===== src/rtl/apu_frame_counter.sv =====
// APU frame sequencer: generates the quarter-frame (nLFO1) and half-frame
// (nLFO2) strobes, the frame interrupt, and handles $4017 writes and the
// $4015 status-read interrupt acknowledge.
module apu_frame_counter #(
    parameter int P1       = 3728,
    parameter int P2       = 7456,
    parameter int P3       = 11185,
    parameter int P4       = 14914,
    parameter int P5       = 18640,
    parameter int WR_DELAY = 2
) (
    input  logic       ACLK,
    input  logic       n_RES,
    input  logic       W4017,
    input  logic       R4015,
    input  logic [7:0] DB,
    output logic       nLFO1,
    output logic       nLFO2,
    output logic       INT,
    output logic       n_IRQ
);

    localparam int DW = (WR_DELAY < 2) ? 1 : $clog2(WR_DELAY + 1);

    logic [14:0]   cnt;
    logic          mode;      // 1 = 5-step sequence
    logic          inh;       // interrupt inhibit
    logic [DW-1:0] dly;       // pending-write countdown, 0 = idle

    logic m1, m2, m3, m4, m5;
    logic ev4, ev5;
    logic restart;
    logic q_evt, h_evt;
    logic int_set, int_clr;
    logic wrap;

    // DB[5:0] carry no frame-counter state.
    logic unused_db;
    assign unused_db = ^DB[5:0];

    // Threshold decode, restart detect and event/wrap selection for this cycle.
    always_comb begin
        m1 = (cnt == 15'(P1));
        m2 = (cnt == 15'(P2));
        m3 = (cnt == 15'(P3));
        m4 = (cnt == 15'(P4));
        m5 = (cnt == 15'(P5));
        ev4 = m4 & ~mode;
        ev5 = m5 & mode;
        // A fresh write landing on the expiry cycle reloads the delay instead.
        restart = (dly == DW'(1)) & ~W4017;
        q_evt   = m1 | m2 | m3 | ev4 | ev5 | (restart & mode);
        h_evt   = m2 | ev4 | ev5 | (restart & mode);
        int_set = ev4 & ~inh;
        int_clr = R4015 | (W4017 & DB[6]);
        // P5 wraps in either mode so a late switch to 4-step can never run past it.
        wrap    = ev4 | m5;
    end

    // Sequence counter: forced to zero by a restart or at the end of the sequence.
    always_ff @(posedge ACLK or negedge n_RES) begin
        if (!n_RES)
            cnt <= '0;
        else if (restart || wrap)
            cnt <= '0;
        else
            cnt <= cnt + 15'd1;
    end

    // Mode and inhibit latch straight from the bus on the write strobe.
    always_ff @(posedge ACLK or negedge n_RES) begin
        if (!n_RES) begin
            mode <= 1'b0;
            inh  <= 1'b0;
        end else if (W4017) begin
            mode <= DB[7];
            inh  <= DB[6];
        end
    end

    // Write-to-restart delay; a repeated write reloads it (last write wins).
    always_ff @(posedge ACLK or negedge n_RES) begin
        if (!n_RES)
            dly <= '0;
        else if (W4017)
            dly <= DW'(WR_DELAY);
        else if (dly != '0)
            dly <= dly - DW'(1);
    end

    // Registered one-cycle active-low strobes, one ACLK after the match.
    always_ff @(posedge ACLK or negedge n_RES) begin
        if (!n_RES) begin
            nLFO1 <= 1'b1;
            nLFO2 <= 1'b1;
        end else begin
            nLFO1 <= ~q_evt;
            nLFO2 <= ~h_evt;
        end
    end

    // Frame interrupt flag: a set on the same edge as a clear takes priority.
    always_ff @(posedge ACLK or negedge n_RES) begin
        if (!n_RES)
            INT <= 1'b0;
        else if (int_set)
            INT <= 1'b1;
        else if (int_clr)
            INT <= 1'b0;
    end

    assign n_IRQ = ~INT;

endmodule


===== config.mk =====
export PLATFORM = sky130hd
export DESIGN_NAME = apu_frame_counter
export DESIGN_NICKNAME = d
export VERILOG_FILES = /design/src/rtl/apu_frame_counter.sv
export SDC_FILE = /design/constraint.sdc
export NUM_CORES = 1
export LEC_CHECK = 0
export CAP_MARGIN = 25
export CELL_PAD_IN_SITES_DETAIL_PLACEMENT = 2
export CELL_PAD_IN_SITES_GLOBAL_PLACEMENT = 2
export CORE_MARGIN = 2
export CORE_UTILIZATION = 40
export CTS_BUF_LIST = sky130_fd_sc_hd__clkbuf_8
export CTS_CLUSTER_DIAMETER = 60
export DETAILED_ROUTE_END_ITERATION = 7
export DONT_BUFFER_PORTS = 1
export PLACE_DENSITY_LB_ADDON = 0.25
export SKIP_CTS_REPAIR_TIMING = 1
export SLEW_MARGIN = 40
export SYNTH_ARGS = -nofsm -noshare
export SYNTH_HDL_FRONTEND = slang
export SYNTH_SLANG_ARGS = --single-unit
export TNS_END_PERCENT = 1

===== constraint.sdc =====
create_clock -name ACLK -period 2.5 [get_ports ACLK]
set_input_delay 0.25 -clock ACLK [delete_from_list [all_inputs] [get_ports ACLK]]
set_output_delay 0.25 -clock ACLK [all_outputs]
set_load 0.02 [all_outputs]

==> results of run 1 <==
cells by family (layout without fill, tap and decap cells):
logic type,count (synthesis),after routing,share of synthesized area (%)
buffers and inverters,12,12,5.095
AOI/OAI and AO/OA,6,6,4.596
adders and majority gates,6,6,5.994
xor gates and xnor gates,14,14,9.790
and+or+nand+nor,61,61,28.67
DFF,22,22,44.16
muxes,2,2,1.698
metal layers:
metal  vias to the layer above  part of all wire, %
met5                         -                    0
met4                         0                 0.28
met3                         2                  2.3
met2                        12                   52
met1                       477                   45
li1                        426                    -
how the worst min path moves through the flow:
| stage | end | slack [ns] | depth (start not counted) |
|---|---|---|---|
| global route | dly[0] | 0.04 | 1 |
| CTS | dly[0] | -0.33 | 0 |
| floorplan | INT | -0.05 | 0 |
| global placement | dly[0] | -0.05 | 0 |
| detailed placement | dly[0] | -0.05 | 0 |
| finish | dly[0] | 0.05 | 1 |
report_power, final:
| part | internal, uW | switching, uW |
|---|---|---|
| Clock | 107 | 108 |
| Combinational | 143 | 174 |
| Sequential | 434 | 132 |
metrics by stage:
step,std cells,utilization [%],hold slack [ns]
4_1_cts,154,43.21,-0.3340
5_1_grt,156,44.21,0.03987
6_report,156,44.21,0.04917
3_3_place_gp,151,41.83,-0.04514
2_1_floorplan,123,-,-0.04559
3_5_place_dp,151,41.83,-0.04504
state kept, by name, summed over array words and instances, names as in the netlist:
name and cells:
cnt 15, dly 2, INT 1, inh 1, mode 1, nLFO1 1, nLFO2 1
layout make-up:
type / count / area [um^2]
fill: 329 / 1675
clock buffer: 3 / 41.29
multi-input combinational: 89 / 635.6
inverter: 7 / 26.28
timing repair buffer: 2 / 30.03
sequential: 22 / 553.0
tap: 33 / 41.29
Yosys cell counts (all sizes together):
| cell | count | share of area (%) |
|---|---|---|
| nor4 | 3 | 2.5 |
| nor3b | 3 | 1.8 |
| ha | 6 | 6.0 |
| nand2 | 7 | 2.1 |
| nand3b | 1 | 0.60 |
| nor3 | 3 | 1.2 |
| dfstp | 2 | 4.2 |
| and3b | 2 | 1.4 |
| nand4 | 8 | 4.0 |
| nand2b | 1 | 0.50 |
| or2 | 1 | 0.50 |
| a21boi | 1 | 0.60 |
| and3 | 4 | 2.0 |
| o2111a | 1 | 0.90 |
| nor2 | 19 | 5.7 |
| xnor2 | 6 | 4.2 |
| o21ai | 2 | 0.80 |
| inv | 7 | 2.1 |
| nand3 | 4 | 1.6 |
| xor2 | 8 | 5.6 |
| dfrtp | 20 | 40 |
| nor4bb | 1 | 0.80 |
| o211ai | 1 | 1.7 |
| and4 | 1 | 0.70 |
| o31ai | 1 | 0.60 |
| buf | 5 | 3.0 |
| mux2 | 1 | 0.90 |
| nor4b | 3 | 3.3 |
| mux2i | 1 | 0.80 |
==> impl_metrics.env, run 1 <==
export IMPL_status="finished, final reports clean"
export IMPL_gr_usage_all_layers_pct=18.32
export IMPL_worstSetupStartpoint="cnt[0]"
export IMPL_maxCapViolCount=0
export IMPL_global_route_usage_met1_pct=22.96
export IMPL_die_outline_area_mm2=0.003595
export IMPL_synthesis_nets=141
export IMPL_leak_pwr_uw=0.0005820
export IMPL_global_route_usage_met2_pct=31.83
export IMPL_tns_ns=0
export IMPL_post_place_ws_ns=0.6584
export IMPL_die_span_x_um=59.96
export IMPL_numClockSinks=22
export IMPL_setup_ws_ns=0.6905
export IMPL_cts_tree="done"
export IMPL_hold_violations=0
export IMPL_grt_max_degree=23
export IMPL_clkTransAtPathRegs_ns=0.07
export IMPL_synth_seq_area_share_pct=44.16
export IMPL_leading_cell_type_in_the_layout_fill_and_taps_excluded="dfrtp_1"
export IMPL_post_drt_via_cell_ratio=5.878
export IMPL_cp_cell_sequence="inv_1 -> ha_1 -> nor4bb_1 -> nand4_1 -> o211ai_4 -> nor2_1"
export IMPL_drc=0
export IMPL_max_clock_freq_mhz=552.6
export IMPL_worst_hold_path_type="input pin to flop"
export IMPL_h_tree_depth=1
export IMPL_final_layout_size_suffix_gt1_share_pct=9.756
export IMPL_core_rowCount=20
export IMPL_rsz_0062_raised_after_global_routing="false"
export IMPL_mappedNetlistArea_mm2=0.001252
export IMPL_globalRouteMet3Util_pct=2.597
export IMPL_busiest_layer="met2"
export IMPL_clock_path_buffers=2
export IMPL_drtPass1Iterations=4
export IMPL_maxSlewViolCount=0
export IMPL_timing_reg2reg_setup_slack_ns=0.69
export IMPL_relative_slew_margins_pct=68.94
export IMPL_power_uw=1098
export IMPL_power_density_cell_area_mw_per_mm2=826.9
export IMPL_cpLargestDelayFamily="simple AND/OR/NAND/NOR gates"
export IMPL_worst_setup_path_end_kind="flop"
export IMPL_placement_cell_area_mm2=0.001256
export IMPL_post_synthesis_sequential_element_count=22
export IMPL_place_gp_congestion=0.8541
export IMPL_cp_data_arrival_time_ns=1.93
export IMPL_die_height_um=59.96
export IMPL_route_antenna_remaining_nets=0
export IMPL_place_port_buffers=0
export IMPL_critical_path_max_stage_delay_ns=0.45
export IMPL_ff2ff_path_depth=6
export IMPL_rr_endpoint="cnt[8]"
export IMPL_timing_final_crit_period_ns=1.810
export IMPL_grt_first_pass_wirelength_um=4843
export IMPL_wirelength_um=2907
export IMPL_irDropWorstVdd_mv=0.4631
export IMPL_relative_area_change_from_synthesis_to_final_layout_pct=5.994
export IMPL_first_global_vias=1005
export IMPL_numCtsBuffers=3
export IMPL_post_synthesis_cells=123
export IMPL_cts_root_buffer_type="clkbuf_8"
export IMPL_worst_pin_slew_ns=0.4616
export IMPL_setup_worst_path_start_class="flop"
export IMPL_floorplan_io_pins=16
export IMPL_post_drt_wl_per_cell_um=18.63
export IMPL_reg_to_reg_critical_path_startpoint="cnt[0]"
export IMPL_cp_buffers_inverters=1
export IMPL_crit_type="flop to flop"
export IMPL_vias=917
export IMPL_hold_start="W4017"
export IMPL_worst_path_max_delay_cell="dfrtp_1"
export IMPL_design_final_nets=143
export IMPL_floorplan_initialDensity_pct=41.71
export IMPL_overflow=0
export IMPL_clock_insertion_delay_worst_skew_ns=0.26
export IMPL_antenna_found_initial=0
export IMPL_final_area_mm2=0.001328
export IMPL_synth_cell_types=32
export IMPL_critPathRequiredTime_ns=2.62
export IMPL_syn_avg_cell_area_um2=10.18
export IMPL_report_final_setup_viol=0
export IMPL_ys_warn_count=0
export IMPL_total_stage_count_of_the_critical_path=6
export IMPL_cp_max_fo=15
export IMPL_coreArea_mm2=0.003003
export IMPL_diodes=0
export IMPL_place_detailed_hpwl_um=2034
export IMPL_drt_first_iter_violations=19
export IMPL_period_share_pct=72.38
export IMPL_finalClockSkew_ns=0.001054
export IMPL_leading_cell_types_in_the_layout_fill_and_taps_excluded="20 x dfrtp_1, 19 x nor2_1, 8 x nand4_1, 8 x xor2_1"
export IMPL_endpoint="cnt[8]"
Note: power is estimated with default switching activity, not from simulation.
==> run 2: changes to the inputs <==
Settings changed: ABC_AREA from default to 1, CORE_UTILIZATION 40 to 37.
Clock period 2.5 ns to 1.8 ns, I/O delays scaled along.
==> run 2 against run 1 <==
  * First-iteration DRC count rose by 58%
  * Non-clock buffer count rose by 1
  * Core utilization fell by 0.98 points
  * Via count rose by 23%
  * Sequential share of layout area fell by 3.9 points
  * Final cell count rose by 49%
  * Clock power rose by 64%
  * Flip-flop and latch count did not move
  * Hold slack got worse by 0.017 ns
  * Die area rose by 13%
  * Synthesized area rose by 5.1%
  * Fmax rose by 15%
  * Largest cell class unchanged
==> impl_metrics.env, run 2 <==
export IMPL_clock_path_buffers=2
export IMPL_maxCapViolCount=0
export IMPL_worst_hold_path_type="input pin to flop"
export IMPL_floorplan_initialDensity_pct=38.83
export IMPL_synth_top_area_share_pct=38.02
export IMPL_power_uw=1596
export IMPL_yosysTopAreaCell="dfrtp_1"
export IMPL_ys_warn_count=0
export IMPL_synth_adder_area_share_pct=5.703
export IMPL_place_port_buffers=0
export IMPL_numClockSinks=22
export IMPL_max_clock_freq_mhz=637.9
export IMPL_cp_buffers_inverters=0
export IMPL_route_antenna_remaining_nets=0
export IMPL_hold_violations=0
export IMPL_synth_cell_types=19
export IMPL_place_gp_congestion=0.8416
export IMPL_relative_slew_margins_pct=81.98
export IMPL_timing_final_crit_period_ns=1.568
export IMPL_rr_endpoint="cnt[14]"
export IMPL_core_rowCount=21
export IMPL_post_synth_xor_xnor_area_pct=7.985
export IMPL_tns_ns=0
export IMPL_place_detailed_hpwl_um=2814
export IMPL_post_synthesis_cells=180
export IMPL_cts_root_buffer_type="clkbuf_8"
export IMPL_maxSlewViolCount=0
export IMPL_status="finished, final reports clean"
export IMPL_worst_setup_path_end_kind="flop"
export IMPL_gr_usage_all_layers_pct=19.40
export IMPL_period_share_pct=87.09
export IMPL_placedCellCount=225
export IMPL_synth_compound_gate_area_share_pct=1.521
export IMPL_grt_max_degree=23
export IMPL_cp_data_arrival_time_ns=1.71
export IMPL_synthesis_nets=198
export IMPL_h_tree_depth=1
export IMPL_synth_most_common_cell="nand2_1"
export IMPL_floorplan_io_pins=16
export IMPL_cp_cell_sequence="ha_1 -> nand3_1 -> nor2_2 -> nand3_1 -> xor2_1 -> nor2_1"
export IMPL_syn_avg_cell_area_um2=7.313
export IMPL_largest_registers="cnt (15), dly (2)"
export IMPL_clock_insertion_delay_worst_skew_ns=0.26
export IMPL_wirelength_um=3639
export IMPL_synth_top_family_by_area="simple AND/OR/NAND/NOR gates"
export IMPL_ys_async_sr_fraction_pct=100.0
export IMPL_die_outline_area_mm2=0.004051
export IMPL_worstHoldPathCells=2
export IMPL_diodes=0
export IMPL_cpLargestDelayFamily="simple AND/OR/NAND/NOR gates"
export IMPL_layout_cells_non_filler=232
export IMPL_power_density_cell_area_mw_per_mm2=1090
export IMPL_cts_tree="done"
export IMPL_synth_flop_cell="dfrtp_1"
export IMPL_worst_path_max_delay_cell="dfrtp_1"
export IMPL_finalClockSkew_ns=0.001885
export IMPL_crit_top_cell="nand3_1"
export IMPL_final_area_mm2=0.001465
export IMPL_yosys_area_share_simple_pct=33.65
export IMPL_synth_enable_flop_cells=0
export IMPL_relative_area_change_from_synthesis_to_final_layout_pct=11.31
export IMPL_flip_flop_count_of_the_largest_register_all_copies_and_words_added=15
export IMPL_netlist_top_cells_count="45 x nand2_1, 41 x nor2_1, 28 x inv_1"
export IMPL_hold_start="W4017"
export IMPL_leak_pwr_uw=0.0006955
export IMPL_crit_type="flop to flop"
export IMPL_synth_seq_area_share_pct=42.02
export IMPL_leading_cell_type_in_the_layout_fill_and_taps_excluded="nand2_1"
export IMPL_antenna_found_initial=0
export IMPL_die_height_um=63.65
export IMPL_placement_cell_area_mm2=0.001363
export IMPL_hold_path_endpoint="mode"
export IMPL_cp_max_fo=5
export IMPL_leading_cell_types_in_the_layout_fill_and_taps_excluded="45 x nand2_1, 41 x nor2_1, 28 x inv_1"
export IMPL_critPathRequiredTime_ns=1.94
export IMPL_critical_path_max_stage_delay_ns=0.44
export IMPL_drtPass1Iterations=4
export IMPL_grt_first_pass_wirelength_um=6134
export IMPL_netlist_top_cells_area="dfrtp_1 38%, nand2_1 13%, nor2_1 12%"
export IMPL_timing_reg2reg_setup_slack_ns=0.23
export IMPL_report_final_setup_viol=0
export IMPL_first_global_vias=1260
export IMPL_die_span_x_um=63.65
export IMPL_drt_first_iter_violations=30
export IMPL_ff2ff_path_depth=6
export IMPL_rsz_0062_raised_after_global_routing="false"
export IMPL_design_final_nets=205
export IMPL_numCtsBuffers=3
export IMPL_clkTransAtPathRegs_ns=0.08
export IMPL_mappedNetlistArea_mm2=0.001316
export IMPL_synthMuxAreaShare_pct=0
export IMPL_max_flop_register="cnt"
export IMPL_post_synthesis_sequential_element_count=22
export IMPL_drc=0
export IMPL_reg_to_reg_critical_path_startpoint="cnt[0]"
export IMPL_coreArea_mm2=0.003390
export IMPL_irDropWorstVdd_mv=0.7326
export IMPL_vias=1130
export IMPL_post_drt_via_cell_ratio=4.871
export IMPL_worst_pin_slew_ns=0.2693
export IMPL_post_drt_wl_per_cell_um=15.69
export IMPL_setup_worst_path_start_class="flop"
export IMPL_holdWs_ns=0.03258
export IMPL_overflow=0
export IMPL_final_layout_size_suffix_gt1_share_pct=6.989
run 2: cell count changes in the layout (fill, tap and decap cells not counted), sizes merged, moves of 2 or more:
cell and delta:
and3 -3, nor4b -3, xnor2 -5, and3b -2, nand4 -4, xor2 +3, nor2 +25, nor4 -3
nand3 +5, nor3b -3, nand2 +38, inv +22, a21oi +2
run 2: layout make-up:
class	instances	area, um^2
inverters	29	108.9
flip-flops and latches	22	553.0
well taps	46	57.56
multi-input cells	128	650.6
clock buffers	4	55.05
fillers	400	1924
repair buffers	3	40.04
run 2: cells by family after synthesis:
kind of cell,after synthesis
buffers and inverters,30
AOI/OAI and AO/OA,4
xor gates and xnor gates,12
adders and majority gates,6
DFF,22
and+or+nand+nor,106
run 2: power by group:
group          leakage, uW  internal (uW)  total, uW  switching, uW
combinational     0.000386            190        516            326
clock            0.0000288            195        353            158
sequential        0.000281            598        727            130
total             0.000696            983       1600            614
run 2: worst reg2reg max path, cell delays in order, from the launching register on:
cell,delay (ns)
dfrtp_1,0.44
ha_1,0.21
nand3_1,0.18
nor2_2,0.23
nand3_1,0.14
xor2_1,0.18
nor2_1,0.07
run 2: worst max path at each step:
stage	depth (start not counted)	slack, ns	from	to
2_1_floorplan	10	0.46	cnt[0]	cnt[4]
5_1_grt	9	0.02	cnt[0]	cnt[14]
3_3_place_gp	9	0.26	cnt[0]	cnt[0]
6_report	6	0.23	cnt[0]	cnt[14]
4_1_cts	9	0.13	cnt[0]	cnt[2]
3_5_place_dp	9	0.14	cnt[0]	cnt[2]
run 2: through the flow:
stage | util (%) | setup slack, ns
detailed placement | 40.20 | 0.1444
finish | 43.23 | 0.2323
global route | 43.23 | 0.02429
floorplan | - | 0.4565
CTS | 41.82 | 0.1288
global placement | 40.20 | 0.2630
run 2: metal layers:
layer	GRT usage, %	vias up	part of all wire (%)
li1	-	552	-
met1	25.84	562	46
met2	33.82	14	51
met3	3.214	2	2.2
met4	2.446	0	0.52
met5	0	-	0
